===== config.mk =====
export PLATFORM = sky130hd
export DESIGN_NAME = mex_ctrl
export DESIGN_NICKNAME = d
export VERILOG_FILES = /design/src/rtl/rv32i_types.sv /design/src/rtl/mex_iter_datapath.sv /design/src/rtl/mex_ctrl.sv
export SDC_FILE = /design/constraint.sdc
export NUM_CORES = 1
export LEC_CHECK = 0
export CAP_MARGIN = 20
export CELL_PAD_IN_SITES_DETAIL_PLACEMENT = 1
export CELL_PAD_IN_SITES_GLOBAL_PLACEMENT = 1
export CORE_UTILIZATION = 42
export CTS_CLUSTER_SIZE = 8
export DETAILED_ROUTE_END_ITERATION = 8
export GPL_ROUTABILITY_DRIVEN = 0
export PLACE_DENSITY = 0.91
export SYNTH_ARGS = -nofsm -noshare
export SYNTH_HDL_FRONTEND = slang
export SYNTH_HIERARCHICAL = 1
export SYNTH_SLANG_ARGS = --single-unit

===== constraint.sdc =====
create_clock -name clk -period 3.3 [get_ports clk]
set_input_delay 0.495 -clock clk [delete_from_list [all_inputs] [get_ports clk]]
set_output_delay 0.495 -clock clk [all_outputs]
set_load 0.01 [all_outputs]

===== src/rtl/rv32i_types.sv =====
// rv32i_types: shared RV32 type definitions used by the M-extension controller.
package rv32i_types;
  typedef enum logic [2:0] {
    F3_MUL    = 3'b000,
    F3_MULH   = 3'b001,
    F3_MULHSU = 3'b010,
    F3_MULHU  = 3'b011,
    F3_DIV    = 3'b100,
    F3_DIVU   = 3'b101,
    F3_REM    = 3'b110,
    F3_REMU   = 3'b111
  } mex_funct3_t;
  localparam int unsigned MEX_ITERATIONS = 32;
endpackage


===== src/rtl/mex_iter_datapath.sv =====
// mex_iter_datapath: shared shift-add multiplier / restoring divider, one bit per step.
module mex_iter_datapath
  import rv32i_types::*;
(
  input  logic        clk,
  input  logic        rst,
  input  logic        load_i,
  input  logic        step_i,
  input  logic        div_i,
  input  logic [31:0] sr_init_i,
  input  logic [31:0] opnd_init_i,
  output logic [63:0] prod_o,
  output logic [31:0] quot_o,
  output logic [31:0] rem_o,
  output logic        last_o
);
  logic [31:0] acc_q, acc_d, sr_q, sr_d, opnd_q, div_trial;
  logic [32:0] mul_sum;
  logic [5:0]  cnt_q;
  logic        div_ok;
  // acc is the product high half / partial remainder; sr is the multiplier / dividend-quotient
  always_comb begin
    mul_sum   = {1'b0, acc_q} + {1'b0, sr_q[0] ? opnd_q : 32'd0};
    div_ok    = {acc_q, sr_q[31]} >= {1'b0, opnd_q};
    div_trial = {acc_q[30:0], sr_q[31]} - opnd_q;
    acc_d     = div_i ? (div_ok ? div_trial : {acc_q[30:0], sr_q[31]}) : mul_sum[32:1];
    sr_d      = div_i ? {sr_q[30:0], div_ok} : {mul_sum[0], sr_q[31:1]};
  end
  always_ff @(posedge clk or negedge rst) begin
    if (!rst) begin
      acc_q  <= '0;
      sr_q   <= '0;
      opnd_q <= '0;
      cnt_q  <= '0;
    end else if (load_i) begin
      acc_q  <= '0;
      sr_q   <= sr_init_i;
      opnd_q <= opnd_init_i;
      cnt_q  <= '0;
    end else if (step_i) begin
      acc_q <= acc_d;
      sr_q  <= sr_d;
      cnt_q <= cnt_q + 6'd1;
    end
  end
  assign prod_o = {acc_q, sr_q};
  assign quot_o = sr_q;
  assign rem_o  = acc_q;
  assign last_o = cnt_q == 6'(MEX_ITERATIONS - 1);
endmodule


===== src/rtl/mex_ctrl.sv =====
// mex_ctrl: RV32 M-extension sequencer; sign handling, fast paths and the control FSM.
module mex_ctrl
  import rv32i_types::*;
(
  input  logic        clk,
  input  logic        rst,
  input  logic        start,
  input  mex_funct3_t funct3,
  input  logic [31:0] rs1_data,
  input  logic [31:0] rs2_data,
  input  logic        flush,
  output logic        busy,
  output logic        done,
  output logic [31:0] result
);
  typedef enum logic [2:0] {S_IDLE, S_MUL, S_DIV, S_FIX, S_DONE} state_t;
  state_t      state_q;
  mex_funct3_t op_q;
  logic        neg_q_q, neg_r_q, last;
  logic        a_neg, b_neg, div_zero, div_ovf, fast, load, step;
  logic [31:0] result_q, a_mag, b_mag, fast_res, fix_res, quot, rem, quot_fix, rem_fix;
  logic [63:0] prod, prod_fix;
  always_comb begin
    a_neg    = rs1_data[31] && funct3 inside {F3_MUL, F3_MULH, F3_MULHSU, F3_DIV, F3_REM};
    b_neg    = rs2_data[31] && funct3 inside {F3_MUL, F3_MULH, F3_DIV, F3_REM};
    a_mag    = a_neg ? -rs1_data : rs1_data;
    b_mag    = b_neg ? -rs2_data : rs2_data;
    div_zero = funct3[2] && rs2_data == '0;
    div_ovf  = funct3 inside {F3_DIV, F3_REM} && rs1_data == 32'h8000_0000 && rs2_data == '1;
    fast     = div_zero || div_ovf;
    fast_res = div_zero ? (funct3[1] ? rs1_data : '1) : (funct3[1] ? '0 : 32'h8000_0000);
    load     = state_q == S_IDLE && start && !flush && !fast;
    step     = (state_q == S_MUL || state_q == S_DIV) && !flush;
    prod_fix = neg_q_q ? -prod : prod;
    quot_fix = neg_q_q ? -quot : quot;
    rem_fix  = neg_r_q ? -rem : rem;
    fix_res  = op_q == F3_MUL ? prod_fix[31:0] : !op_q[2] ? prod_fix[63:32] :
               op_q[1] ? rem_fix : quot_fix;
  end
  mex_iter_datapath u_dp (
    .clk         (clk),
    .rst         (rst),
    .load_i      (load),
    .step_i      (step),
    .div_i       (op_q[2]),
    .sr_init_i   (funct3[2] ? a_mag : b_mag),
    .opnd_init_i (funct3[2] ? b_mag : a_mag),
    .prod_o      (prod),
    .quot_o      (quot),
    .rem_o       (rem),
    .last_o      (last)
  );
  always_ff @(posedge clk or negedge rst) begin
    if (!rst) begin
      state_q  <= S_IDLE;
      op_q     <= F3_MUL;
      neg_q_q  <= 1'b0;
      neg_r_q  <= 1'b0;
      result_q <= '0;
    end else if (flush) begin
      state_q <= S_IDLE;
    end else begin
      case (state_q)
        S_IDLE: if (start) begin
          op_q    <= funct3;
          neg_q_q <= a_neg ^ b_neg;
          neg_r_q <= a_neg;
          if (fast) result_q <= fast_res;
          state_q <= fast ? S_DONE : funct3[2] ? S_DIV : S_MUL;
        end
        S_MUL, S_DIV: if (last) state_q <= S_FIX;
        S_FIX: begin
          result_q <= fix_res;
          state_q  <= S_DONE;
        end
        default: state_q <= S_IDLE;
      endcase
    end
  end
  assign busy   = state_q != S_IDLE;
  assign done   = state_q == S_DONE;
  assign result = result_q;
endmodule

==> results of run 1 <==
## per-layer routing
layer	global-route usage	overflow
met5	0.511	0
met1	0.773	1
met2	0.902	15
met4	0.769	17
met3	0.693	1
## cell families after synthesis
kind of cell	after synthesis	synth area share
fa+ha+maj	73	0.0536
mux	123	0.0733
simple gates	796	0.226
buf+inv	282	0.0787
compound gates	693	0.258
xor+xnor	208	0.105
flops	142	0.205
## through the flow
step,cell area [sq um],utilization
floorplan,17400,-
global placement,21100,0.517
detailed placement,21100,0.517
CTS,22500,0.551
## what timing repair did
item	in CTS
pin swaps	31
buffers inserted	23
resized for setup	139
setup endpoints to repair	108
## synthesized netlist by cell type (16+ instances only)
| cell type | instances | area (sq um) |
|---|---|---|
| nand2_1 | 221 | 830 |
| nor2_1 | 204 | 766 |
| o21ai_0 | 184 | 921 |
| a21oi_1 | 172 | 861 |
| dfrtp_1 | 142 | 3550 |
| xnor2_1 | 117 | 1020 |
| clkbuf_1 | 110 | 413 |
| mux2i_1 | 108 | 1080 |
| xor2_1 | 91 | 797 |
| inv_1 | 73 | 274 |
| ha_1 | 71 | 888 |
| buf_4 | 67 | 503 |
| nor3_1 | 59 | 295 |
| nand3_1 | 48 | 240 |
| a31oi_1 | 42 | 263 |
| and2_1 | 40 | 250 |
| o31ai_1 | 38 | 285 |
| nor4_1 | 35 | 219 |
| or3_1 | 32 | 200 |
| a21o_1 | 31 | 233 |
| nand2b_1 | 29 | 181 |
| nand4_1 | 26 | 163 |
| o41ai_1 | 26 | 228 |
| o211ai_1 | 24 | 180 |
| or4_1 | 23 | 173 |
| or2_2 | 17 | 106 |
| a211oi_1 | 16 | 120 |
| and3_1 | 16 | 100 |
==> impl_metrics.yaml, run 1 <==
synth:
  avgSynthCellArea_sq_um: 7.47
  syn-num-nets: 2461
  ys_seq_area_frac: 0.205
  synth_flop_cell: "dfrtp_1"
  synth-edff-count: 0
  synth_warnings: 6
  synthDistinctLibCells: 97
  syn_inst: 2317
  synthArstFlopShare: 1.00
  syn_area_sq_um: 17300
  ys_ff_latch: 142
placed_design:
  port-buffer-count: 104
  pre_cts_slack_ps: -689
  hpwl_um: 71700
  numPlacedInstances: 3149
clock_tree:
  cts_hold_buf: 0
  clock_path_buffers: 2
  cts_made_buffers: 17
  htreeDepth: 4
  cts_root_buffer: "clkbuf_16"
  clock_sinks: 142
floorplanning:
  die_y_um: 205
  ios: 105
  initial_core_util: 0.425
  fp.dieW_um: 205
  rows: 74
sta:
  worst_path_end_type: "register input"
  grt-worst-endpoint: "u_dp/rem_o[31]$_DFFE_PN0P_/D"
outcome:
  toolErrorMsg: "[ERROR GRT-0232] Routing congestion too high. Check the congestion heatmap in the GUI."
  failing_step: "5_1_grt"
  status: "aborted with a tool error"
global_routing:
  grt_max_degree: 106
  gr-total-overflow: 34
  grtUsageTotal: 0.785
==> inputs of run 2 (changes only) <==
--- a/config.mk
+++ b/config.mk
@@ -6,13 +6,10 @@
 export NUM_CORES = 1
 export LEC_CHECK = 0
 export CAP_MARGIN = 20
-export CELL_PAD_IN_SITES_DETAIL_PLACEMENT = 1
-export CELL_PAD_IN_SITES_GLOBAL_PLACEMENT = 1
-export CORE_UTILIZATION = 42
-export CTS_CLUSTER_SIZE = 8
+export CORE_UTILIZATION = 33
 export DETAILED_ROUTE_END_ITERATION = 8
 export GPL_ROUTABILITY_DRIVEN = 0
-export PLACE_DENSITY = 0.91
+export PLACE_DENSITY_LB_ADDON = 0.15
 export SYNTH_ARGS = -nofsm -noshare
 export SYNTH_HDL_FRONTEND = slang
 export SYNTH_HIERARCHICAL = 1
==> constraint.sdc (replaced) <==
create_clock -name clk -period 4.3 [get_ports clk]
set_input_delay 0.645 -clock clk [delete_from_list [all_inputs] [get_ports clk]]
set_output_delay 0.645 -clock clk [all_outputs]
set_load 0.01 [all_outputs]
==> run 2 against run 1 <==
Compared with the run above:
- the flow now finishes without violations
- synthesized area unchanged
- synthesized cell count unchanged
==> impl_metrics.yaml, run 2 <==
power_and_ir_drop:
  p_int_mw: 5.75
  switching_power_mw: 6.30
  p_seq_frac: 0.206
  power.density_nw_per_um2: 611
  power.leakage_nw: 7.89
  combPwrFrac: 0.663
  power.share.clock: 0.131
  ir_worst_vdd_uv: 374
  switching_share: 0.523
final_layout:
  final_area_sq_um: 19700
  syn2layout_area_growth_pct: 13.9
  final_common_cell: "nand2_1"
  num_antenna_cells: 0
  nNetsFinal: 2502
  final_cell_mix: "221 x nand2_1, 203 x nor2_1, 184 x o21ai_0"
  final_layout_size_suffix_gt1_frac: 0.0915
route:
  finalWirelength_um: 78400
  drt-initial-drc-count: 2068
  firstDrtPassIters: 5
  ant_nets: 0
  wl_per_cell_um: 25.7
  via_per_inst: 6.13
  drc: 0
  vias: 18700
sta:
  max_freq_ghz: 0.254
  timing.final.crit_share: 0.916
  tns_ps: 0
  setup_viol: 0
  tightestPinTransition_ps: 1110
  slew-limit-headroom: 0.260
  final_hold_viol_count: 0
  drv_slew: 0
  clock_skew_ps: 13.5
  rsz0062_at_grt: "false"
  period_needed_ps: 3940
synth:
  syn_area_sq_um: 17300
  syn-num-nets: 2461
  synth_flop_cell: "dfrtp_1"
  synthArstFlopShare: 1.00
  synth_common_cells: "221 x nand2_1, 204 x nor2_1, 184 x o21ai_0"
  synth-edff-count: 0
  ys_seq_area_frac: 0.205
  yosysTopAreaCell: "dfrtp_1"
  synth_area_leaders: "dfrtp_1 21%, mux2i_1 6.2%, xnor2_1 5.9%"
  syn_inst: 2317
  ys_ff_latch: 142
  avgSynthCellArea_sq_um: 7.47
  synth_top_area_share: 0.205
  synth_warnings: 6
  synthDistinctLibCells: 97
  synth.most_common_cell: "nand2_1"
clock_tree:
  clk_latency_ps: 500
  cts_hold_buf: 0
  cts_setup_buffers: 0
  cts_tree: "done"
  cts_root_buffer: "clkbuf_16"
  cts_resized: 0
  path_clk_slew_ps: 70
  htreeDepth: 4
  clock_path_buffers: 2
  cts_made_buffers: 17
  clock_sinks: 142
critical_path:
  cp.arrival_ps: 4370
  path_max_fanout: 25
  startpoint_type: "register"
  path_class: "reg -> reg"
  cp-end-kind: "register"
  required_ps: 4730
floorplanning:
  ios: 105
  fp.dieW_um: 231
  initial_core_util: 0.336
  dieArea_sq_um: 53400
  core_sq_um: 51600
  rows: 83
  die_y_um: 231
global_routing:
  grt_pass1_vias: 17300
  grt_pass1_wl_um: 116000
  gr-total-overflow: 0
  grtUsageTotal: 0.290
  antenna_found_initial: 1
  grt_max_degree: 122
min_path:
  hold_class: "in -> async"
placed_design:
  hpwl_um: 60300
  dpl_cell_area_sq_um: 19100
  port-buffer-count: 104
run:
  maxCapViolations: 0
outcome:
  status: "completed"
[run 2: cell counts after synthesis]
Identical to the previous run, type by type.
[run 2: logic make-up (layout without fill, tap and decap cells)]
logic type / count (synthesis) / count (layout) / synth area share
xor+xnor: 208 / 208 / 0.105
mux: 123 / 123 / 0.0733
fa+ha+maj: 73 / 73 / 0.0536
flops: 142 / 142 / 0.205
simple gates: 796 / 796 / 0.226
buf+inv: 282 / 336 / 0.0787
compound gates: 693 / 693 / 0.258
[run 2: path summary, 6_finish.rpt]
path | startpoint | endpoint | slack [ps] | cells past startpoint
max | u_dp/quot_o[0] | u_dp/rem_o[30] | 360 | 13
max reg2reg | u_dp/quot_o[0] | u_dp/rem_o[30] | 360 | 13
min in group clk | result[5] | result[5] | 490 | 2
min | rst | neg_q_q | 120 | 1
min reg2reg | result[5] | result[5] | 490 | 2
max in group asynchronous | rst | result[20] | 3110 | 2
[run 2: final cells by class]
| type | count | area, sq um |
|---|---|---|
| timing repair buffer | 226 | 2020 |
| tap | 680 | 851 |
| multi-input combinational | 1893 | 12400 |
| inverter | 78 | 294 |
| sequential | 142 | 3560 |
| fill | 5393 | 31900 |
| clock buffer | 19 | 453 |
| clock inverter | 13 | 139 |
[run 2: power by group through the flow]
| stage | Combinational, mW | Clock, mW | Sequential, mW |
|---|---|---|---|
| floorplan | 5.49 | 0 | 2.28 |
| global placement | 7.73 | 0 | 2.48 |
| detailed placement | 7.78 | 0 | 2.49 |
| CTS | 7.82 | 1.61 | 2.46 |
| global route | 8.59 | 1.64 | 2.54 |
| finish | 7.98 | 1.58 | 2.48 |
[run 2: through the flow]
stage               hold WS [ps]  setup WS, ps  power, mW  utilization  std cells
floorplan                    349           516       7.77            -       2317
global route                 157           224       12.8        0.382       3051
detailed placement           480          74.1       10.3        0.371       3019
CTS                          137           500       11.9        0.382       3051
global placement             479          96.8       10.2        0.371       3019
finish                       115           361       12.0        0.382       3051
[run 2: critical path, stage by stage (launching register included)]
cell      delay (ps)
dfrtp_1          510
buf_4            340
and2_1           170
ha_1             280
a21oi_1          260
o21ai_0          170
a22oi_1          230
nand3_1          160
o211ai_1         530
nand2_1          280
a311oi_1         400
xnor2_1          210
o21ai_0          150
o21ai_1          160
[run 2: per-layer routing]
| metal | GRT usage | part of all wire | vias up |
|---|---|---|---|
| li1 | - | - | 8506 |
| met1 | 0.407 | 0.45 | 9206 |
| met2 | 0.429 | 0.43 | 871 |
| met3 | 0.0661 | 0.087 | 130 |
| met4 | 0.111 | 0.035 | 2 |
| met5 | 0 | 0.00022 | - |
Note: power is estimated with default switching activity, not from simulation.
==> inputs of run 3 (changes only) <==
==> constraint.sdc (replaced) <==
create_clock -name clk -period 3.4 [get_ports clk]
set_input_delay 0.51 -clock clk [delete_from_list [all_inputs] [get_ports clk]]
set_output_delay 0.51 -clock clk [all_outputs]
set_load 0.01 [all_outputs]
==> run 3 against run 2 <==
Compared with the run above:
- count of clock-buffer cells in the layout up 3
- first-iteration DRC count increased by 1.1%
- flip-flop and latch count unchanged
- total power rose by 38%
- clock power is 25% higher
- clock skew increased by 2.3 ps
- non-clock buffer count rose by 216
- utilization up 3.8 points
- global-route usage up 0.20 points
- sequential share of layout area fell by 1.6 points
- combinational power up 48%
- largest cell class unchanged
==> impl_metrics.yaml, run 3 (synthesized netlist as in run 2, its figures left out) <==
power_and_ir_drop:
  switching_share: 0.504
  fin_total_pwr_mw: 16.6
  power.share.clock: 0.120
  p_seq_frac: 0.168
  combPwrFrac: 0.712
  power.leakage_nw: 9.04
  p_int_mw: 8.24
  power.density_nw_per_um2: 764
  ir_worst_vdd_uv: 392
  switching_power_mw: 8.35
critical_path:
  path_class: "in -> reg"
  startpoint_type: "input port"
  required_ps: 3770
  reg2reg_slack_ps: 60
  worstRegToRegCells: 10
  cp-end-kind: "register"
  path_max_fanout: 13
  cp.arrival_ps: 3710
clock_tree:
  htreeDepth: 4
  cts_tree: "done"
  cts_root_buffer: "clkbuf_16"
  path_clk_slew_ps: 60
  clock_sinks: 142
  clock_path_buffers: 2
  cts_hold_buf: 0
  cts_made_buffers: 17
  clk_latency_ps: 500
floorplanning:
  die_y_um: 231
  initial_core_util: 0.336
  dieArea_sq_um: 53400
  fp.dieW_um: 231
  ios: 105
  rows: 83
  core_sq_um: 51600
sta:
  final_hold_viol_count: 0
  max_freq_ghz: 0.299
  drv_slew: 0
  rsz0062_at_grt: "true"
  tns_ps: 0
  fin_hold_ws_ps: 82.1
  slew-limit-headroom: 0.457
  period_needed_ps: 3340
  setup_slack_ps: 56.9
  timing.final.crit_share: 0.983
  setup_viol: 0
  tightestPinTransition_ps: 806
  clock_skew_ps: 15.8
route:
  vias: 19500
  wl_met1_um: 35400
  met2_length_um: 33300
  drc: 0
  top_layer: "met5"
  via_per_inst: 5.96
  ant_nets: 0
  firstDrtPassIters: 8
  dr_wl_met3_um: 7040
  wl_per_cell_um: 24.4
  finalWirelength_um: 79700
  drt-initial-drc-count: 2091
final_layout:
  fill_cells: 5283
  nNetsFinal: 2718
  final_cell_mix: "324 x buf_4, 221 x nand2_1, 197 x nor2_1"
  final_layout_size_suffix_gt1_frac: 0.182
  syn2layout_area_growth_pct: 25.3
  final_common_cell: "buf_4"
  final_area_sq_um: 21700
min_path:
  hold_class: "in -> async"
placed_design:
  dpl_cell_area_sq_um: 20800
  pre_cts_slack_ps: -539
  port-buffer-count: 104
  hpwl_um: 62500
run:
  maxCapViolations: 0
global_routing:
  gr-total-overflow: 0
  grt_pass1_wl_um: 117000
  grt_max_degree: 89
  antenna_found_initial: 2
  grt_pass1_vias: 18200
  grtUsageTotal: 0.292
outcome:
  status: "completed"
==> run 3: cell types whose count changed in the layout (fill, tap and decap cells not counted), moves of 5 or more <==
cell / before / now
a21oi_2: 0 / 5
or4_4: 0 / 5
or4_1: 23 / 18
buf_12: 5 / 10
buf_4: 117 / 324
a21oi_1: 172 / 167
nor2_1: 203 / 197
==> run 3: power by group through the flow <==
stage               combinational, mW  sequential (mW)  clock [mW]
floorplan                        6.96             2.88           0
global placement                 11.0             2.79           0
detailed placement               11.1             2.80           0
CTS                              11.2             2.77        2.04
global route                     12.6             2.85        2.08
finish                           11.8             2.79        1.98
==> run 3: through the flow <==
step,instances,util
global placement,3227,0.403
global route,3266,0.421
finish,3267,0.421
floorplan,2317,-
detailed placement,3227,0.403
CTS,3258,0.415
==> run 3: worst paths after layout <==
path                                startpoint          to
worst max-delay path               rs1_data[6]  result[11]
worst min-delay path                       rst     neg_q_q
worst max register to register  u_dp/quot_o[0]  result[21]
worst min register to register       result[5]   result[5]
max in group asynchronous                  rst  result[30]
min in group clk                     result[5]   result[5]
==> run 3: metal layers <==
| layer | track usage | up-vias |
|---|---|---|
| met3 | 0.0637 | 162 |
| met2 | 0.418 | 928 |
| met5 | 0 | - |
| met1 | 0.410 | 9454 |
| li1 | - | 8941 |
| met4 | 0.149 | 2 |
==> run 3: area by class of cell <==
class	count	area [sq um]	share of cell area
diodes	1	2.50	0.000115
clock buffers	22	474	0.0218
clock inverters	9	110	0.00507
inverters	78	300	0.0138
multi-input cells	1893	12700	0.584
flip-flops and latches	142	3560	0.164
well taps	680	851	0.0392
repair buffers	442	3730	0.172
==> run 3: repair_timing <==
| item | 4_1_cts | 5_1_grt |
|---|---|---|
| pin swaps | 1 | 15 |
| gates cloned | 0 | 1 |
| setup buffers | 0 | 7 |
| endpoints found under the hold margin | 0 | 0 |
| resized for setup | 9 | 47 |
| endpoints found under the setup margin | 9 | 57 |
==> run 3: worst max-delay path, stage by stage <==
cell	delay [ps]
clkdlybuf4s50_1	430
or4_4	560
or4_4	440
or3_4	440
or3_4	360
a32o_4	420
buf_12	180
a2111oi_4	270
nor2_1	70
